$ cat config.mk
export PLATFORM = sky130hd
export DESIGN_NAME = decode_queue
export DESIGN_NICKNAME = d
export VERILOG_FILES = /design/src/rtl/decode_pkg.sv /design/src/rtl/decode_lut.sv /design/src/rtl/decode_queue.sv
export SDC_FILE = /design/constraint.sdc
export NUM_CORES = 1
export LEC_CHECK = 0
export ABC_CLOCK_PERIOD_IN_PS = 16149
export BUFFER_PORTS_ARGS = -buffer_cell sky130_fd_sc_hd__buf_2
export CAP_MARGIN = 20
export CORE_ASPECT_RATIO = 1.25
export CORE_MARGIN = 4
export CORE_UTILIZATION = 23
export CTS_BUF_LIST = sky130_fd_sc_hd__clkbuf_2
export CTS_CLUSTER_DIAMETER = 60
export DETAILED_ROUTE_END_ITERATION = 6
export PLACE_DENSITY_LB_ADDON = 0.15
export SLEW_MARGIN = 20
export SYNTH_ARGS = -nofsm -noshare
export SYNTH_HDL_FRONTEND = slang
export SYNTH_SLANG_ARGS = --single-unit
export TNS_END_PERCENT = 5
$ cat constraint.sdc
create_clock -name clk -period 16.15 [get_ports clk]
set_input_delay 1.615 -clock clk [delete_from_list [all_inputs] [get_ports clk]]
set_output_delay 1.615 -clock clk [all_outputs]
set_load 0.02 [all_outputs]
$ cat src/rtl/decode_pkg.sv
// decode_pkg: opcode/funct tables, code-bit indices and entry type shared by decode_queue.
// DECODE_EXT_INSTR_EN widens the default code to 40 bits for the mult/div/hi/lo group.
package decode_pkg;
  localparam logic [5:0] OP_RTYPE = 6'h00;
  localparam int N_R = 17;
  localparam int N_I = 14;
  localparam int N_EXT = 8;
  localparam logic [5:0] R_FUNCT [N_R] = '{6'h20, 6'h21, 6'h22, 6'h23, 6'h24, 6'h25, 6'h26, 6'h27,
                                          6'h2A, 6'h2B, 6'h00, 6'h02, 6'h03, 6'h04, 6'h06, 6'h07, 6'h08};
  localparam logic [5:0] I_OPC [N_I] = '{6'h08, 6'h09, 6'h0C, 6'h0D, 6'h0E, 6'h23, 6'h2B,
                                         6'h04, 6'h05, 6'h0A, 6'h0B, 6'h0F, 6'h02, 6'h03};
  localparam logic [5:0] EXT_FUNCT [N_EXT] = '{6'h18, 6'h19, 6'h1A, 6'h1B, 6'h10, 6'h11, 6'h12, 6'h13};
  localparam int CODE_ADD = 0;
  localparam int CODE_ADDI = 17;
  localparam int CODE_JAL = 30;
  localparam int CODE_MULT = 32;
`ifdef DECODE_EXT_INSTR_EN
  localparam int CODE_W_DEF = 40;
`else
  localparam int CODE_W_DEF = 32;
`endif
  localparam int PC_W_DEF = 32;
  typedef struct packed {
    logic [CODE_W_DEF-1:0] code;
    logic illegal;
    logic [31:0] instr;
    logic [PC_W_DEF-1:0] pc;
  } decode_entry_t;
endpackage

$ cat src/rtl/decode_lut.sv
// decode_lut: combinational MIPS-32 word -> one-hot code plus illegal flag.
// DECODE_EXT_INSTR_EN enables the mult/div/hi/lo funct group on bits 32..39.
module decode_lut import decode_pkg::*; #(
  parameter int CODE_W = CODE_W_DEF
) (
  input  logic [31:0]       instr,
  output logic [CODE_W-1:0] code,
  output logic              illegal
);
  logic [5:0] op;
  logic [5:0] fn;
  logic unused_bits;
  assign op = instr[31:26];
  assign fn = instr[5:0];
  assign unused_bits = ^instr[25:6];
  always_comb begin
    code = '0;
    for (int i = 0; i < N_R; i++)
      if (op == OP_RTYPE && fn == R_FUNCT[i]) code[CODE_ADD+i] = 1'b1;
`ifdef DECODE_EXT_INSTR_EN
    for (int i = 0; i < N_EXT; i++)
      if (op == OP_RTYPE && fn == EXT_FUNCT[i]) code[CODE_MULT+i] = 1'b1;
`endif
    for (int i = 0; i < N_I; i++)
      if (op == I_OPC[i]) code[CODE_ADDI+i] = 1'b1;
  end
  assign illegal = ~|code;
endmodule

$ cat src/rtl/decode_queue.sv
// decode_queue: decodes instructions at push time into a DEPTH-entry FIFO with illegal counter.
// DECODE_EXT_INSTR_EN (in decode_lut) adds the mult/div/hi/lo decodes and widens CODE_W to 40.
module decode_queue import decode_pkg::*; #(
  parameter int DEPTH  = 4,
  parameter int PC_W   = 32,
  parameter int CNT_W  = 16,
  parameter int CODE_W = CODE_W_DEF
) (
  input  logic              clk,
  input  logic              rst,
  input  logic              flush,
  input  logic              in_valid,
  output logic              in_ready,
  input  logic [31:0]       in_instr,
  input  logic [PC_W-1:0]   in_pc,
  output logic              out_valid,
  input  logic              out_ready,
  output logic [CODE_W-1:0] out_code,
  output logic              out_illegal,
  output logic [31:0]       out_instr,
  output logic [PC_W-1:0]   out_pc,
  output logic [CNT_W-1:0]  illegal_cnt
);
  localparam int AW = $clog2(DEPTH);
  typedef struct packed {
    logic [CODE_W-1:0] code;
    logic illegal;
    logic [31:0] instr;
    logic [PC_W-1:0] pc;
  } entry_t;
  entry_t mem_q [DEPTH];
  entry_t wr_d;
  entry_t head;
  logic [AW-1:0] wptr_q, wptr_d, rptr_q, rptr_d;
  logic [AW:0] count_q, count_d;
  logic [CNT_W-1:0] cnt_q, cnt_d;
  logic [CODE_W-1:0] lut_code;
  logic lut_illegal, push, pop;
  decode_lut #(.CODE_W(CODE_W)) u_lut (.instr(in_instr), .code(lut_code), .illegal(lut_illegal));
  // Occupancy comes only from count, so pointer equality never has to tell full from empty.
  always_comb begin
    in_ready = count_q < (AW+1)'(DEPTH);
    out_valid = count_q != '0;
    push = in_valid & in_ready & ~flush;
    pop = out_valid & out_ready & ~flush;
    wr_d = '{code: lut_code, illegal: lut_illegal, instr: in_instr, pc: in_pc};
    wptr_d = flush ? '0 : wptr_q + AW'(push);
    rptr_d = flush ? '0 : rptr_q + AW'(pop);
    count_d = flush ? '0 : count_q + (AW+1)'(push) - (AW+1)'(pop);
    cnt_d = (push && lut_illegal && !(&cnt_q)) ? cnt_q + CNT_W'(1) : cnt_q;
    head = out_valid ? mem_q[rptr_q] : '0;
  end
  assign out_code = head.code;
  assign out_illegal = head.illegal;
  assign out_instr = head.instr;
  assign out_pc = head.pc;
  assign illegal_cnt = cnt_q;
  always_ff @(posedge clk or posedge rst)
    if (rst) begin
      wptr_q <= '0;
      rptr_q <= '0;
      count_q <= '0;
      cnt_q <= '0;
    end else begin
      wptr_q <= wptr_d;
      rptr_q <= rptr_d;
      count_q <= count_d;
      cnt_q <= cnt_d;
    end
  always_ff @(posedge clk)
    if (push) mem_q[wptr_q] <= wr_d;
endmodule

==> results.cfg <==
[outcome]
outcome = finished, final reports clean

[finish]
nets = 1129
utilization_pct = 27.7
final_common_cell = edfxtp_1
final_cells = 2060
num-fill-cells = 7035
area_growth_pct = 18.7
final_cell_mix = 384 x edfxtp_1, 182 x buf_2, 149 x clkbuf_2
drive_above_1_share_pct = 41.0
design_area_sq_mm = 0.0190

[timing]
period_share_pct = 32.5
finalSetupViolations = 0
finalClockSkew_ns = 0.113
holdWs_ns = 0.492
max_slew_margin_pct = 34.9
fin_crit_ns = 5.26
timing.fmax_ghz = 0.190
finalHoldViolCount = 0
grt_setup_unrepaired = false
finalMaxSlewViolations = 0
worst_slew_pin_slew_ns = 0.976
tns_ns = 0

[worst_setup_path]
cp_top_family = flip-flops
path_max_fanout = 49
critPathSlowestCell = dfrtp_4
crit_type = reg -> out
crit_path_cell_trace = buf_4 -> mux4_2 -> and2_1 -> buf_2
cp-start-kind = register
endpoint_kind = output pin
crit_buf_inv = 2
critPathArrivalTime_ns = 3.64
worstPathRequired_ns = 14.53
max_stage_delay_ns = 0.99

[yosys]
synthMuxAreaShare_pct = 13.8
synth_top_family_by_area = multiplexers
ys_seq_area_share_pct = 75.6
synth_cells = 793
synthAdderAreaFrac_pct = 0.516
async_flop_share_pct = 5.65
synth-compound-area-share_pct = 0.328
syn_area_per_cell_sq_um = 20.2
synth_edf_count = 384
syn-cell-area_sq_mm = 0.0160
yosysWarnings = 0
synth_xor_area_share_pct = 0.930
synth.distinct_cells = 46
synth_flop_cell = edfxtp_1
synth_seq_cells = 407
synthSimpleGateAreaFrac_pct = 7.58
synth.net_count = 868

[grt]
grt_pass1_vias = 9407
grt_overflow = 0
globalRouteTotalUtil_pct = 11.1
grt_max_degree = 60
antenna_found_initial = 7
grt_pass1_wl_mm = 60.3

[clock_tree]
htreeDepth = 3
cts_tree = done
cts-root-buf = clkbuf_2
numCtsBuffers = 105
clock_latency_ns = 1.12
cts_num_sinks = 407
cts.repair.resized = 0
post-cts-setup-buffers = 0
clockBufferDepth = 3
clk_pin_slew_ns = 0.10
cts-hold-fix-buffers = 0

[route]
drcViolationCount = 0
drtPass1Iterations = 4
vias = 8426
drt_iter0_drc = 446
final_antenna_net_count = 0
drt_wl_total_mm = 40.8
avgRoutedWirePerCell_microns = 19.8
via_per_inst = 4.09

[placed_design]
dp.final_hpwl_mm = 23.6
dpl_cell_area_sq_mm = 0.0180
portBuffers = 182
gp_congestion = 0.711
dpl.cell_count = 1872

[job]
max_cap_viol_count = 0

[floorplanning]
die-height_microns = 303
rows = 107
core_area_sq_mm = 0.0685
start_util_pct = 23.4
die_x_microns = 244
ios = 184
die-area_sq_mm = 0.0739

[power_and_ir_drop]
p_leak_nw = 6.52
vdd_ir_drop_max_v = 0.0000510
power_density_mw_per_mm2 = 133

[hold_path]
min_path_type = reg -> reg
cell type report:
cell class              count  area, sq um  area share, %
flip-flops and latches    407        12100           63.7
multi-input cells         338         3740           19.7
well taps                 926         1160           6.09
repair buffers            195         1020           5.34
clock buffers             149          746           3.92
clock inverters            33          199           1.05
inverters                   7         26.3          0.138
diodes                      5         12.5         0.0658
worst reg2reg max path: cells and delay by family, from the launching register on:
kind | cells | cell delay, ns
flops | 1 | 0.41
buf+inv | 3 | 1.63
simple gates | 3 | 0.78
worst paths after layout:
kind                                            startpoint                          to  slack (ns)  cells after the start
worst max-delay path                   rptr_q[1]$_DFF_PP0_                out_instr[3]       10.89                      4
worst min-delay path            illegal_cnt[6]$_DFFE_PP0P_  illegal_cnt[6]$_DFFE_PP0P_        0.49                      1
worst max register to register        count_q[2]$_DFF_PP0_      mem_q[2][56]$_DFFE_PP_       12.94                      6
worst min register to register  illegal_cnt[6]$_DFFE_PP0P_  illegal_cnt[6]$_DFFE_PP0P_        0.49                      1
max in group asynchronous                              rst         rptr_q[1]$_DFF_PP0_       15.20                      3
min in group asynchronous                              rst  illegal_cnt[6]$_DFFE_PP0P_        0.52                      2
Yosys cell counts, drive strengths merged, types with 3 or more instances:
cell type,number,area (sq um)
and2,99,619
and3,3,18.8
buf,13,65.1
clkbuf,28,105
dfrtp,23,576
edfxtp,384,11500
ha,5,62.6
inv,6,22.5
mux2,4,48.8
mux4,96,2160
nand2,14,52.6
nand2b,6,37.5
nand3,8,40.0
nand3b,3,22.5
nand4,3,18.8
nor2,31,116
nor2b,4,25.0
nor3,10,50.1
nor4,14,93.8
or4,4,37.5
xnor2,4,35.0
xor2,13,114
registers in the layout, indices dropped and copies added, names as in the netlist:
name,count
rptr_q,2
illegal_cnt,16
mem_q,384
wptr_q,2
count_q,3
cells by family (layout without fill, tap and decap cells):
family,count (synthesis),in the layout
flops,407,407
simple gates,209,209
mux,100,100
buf+inv,48,384
xor+xnor,17,17
fa+ha+maj,6,6
compound gates,5,5
other cells,1,6
per-layer routing:
layer | track usage (%) | vias to the layer above | share of wire, %
met4 | 5.22 | 4 | 2.9
met3 | 2.95 | 83 | 5.6
met2 | 19.4 | 249 | 52
met1 | 12.6 | 4343 | 40
li1 | - | 3747 | -
met5 | 0 | - | 0.049
metrics by stage:
stage                     worst slack (ns)  total power [W]
final                                10.89          0.00253
after global routing                 10.49          0.00270
after CTS                            10.56          0.00263
after detailed placement             11.46          0.00189
after global placement               11.46          0.00189
after floorplan                       6.23          0.00163
power by group:
group	internal (W)	switching, W	leakage [nW]
clock	0.000283	0.000420	0.715
combinational	0.000222	0.000386	2.07
sequential	0.00120	0.0000275	3.74
total	0.00170	0.000834	6.52
(Power assumes the default switching activity.)
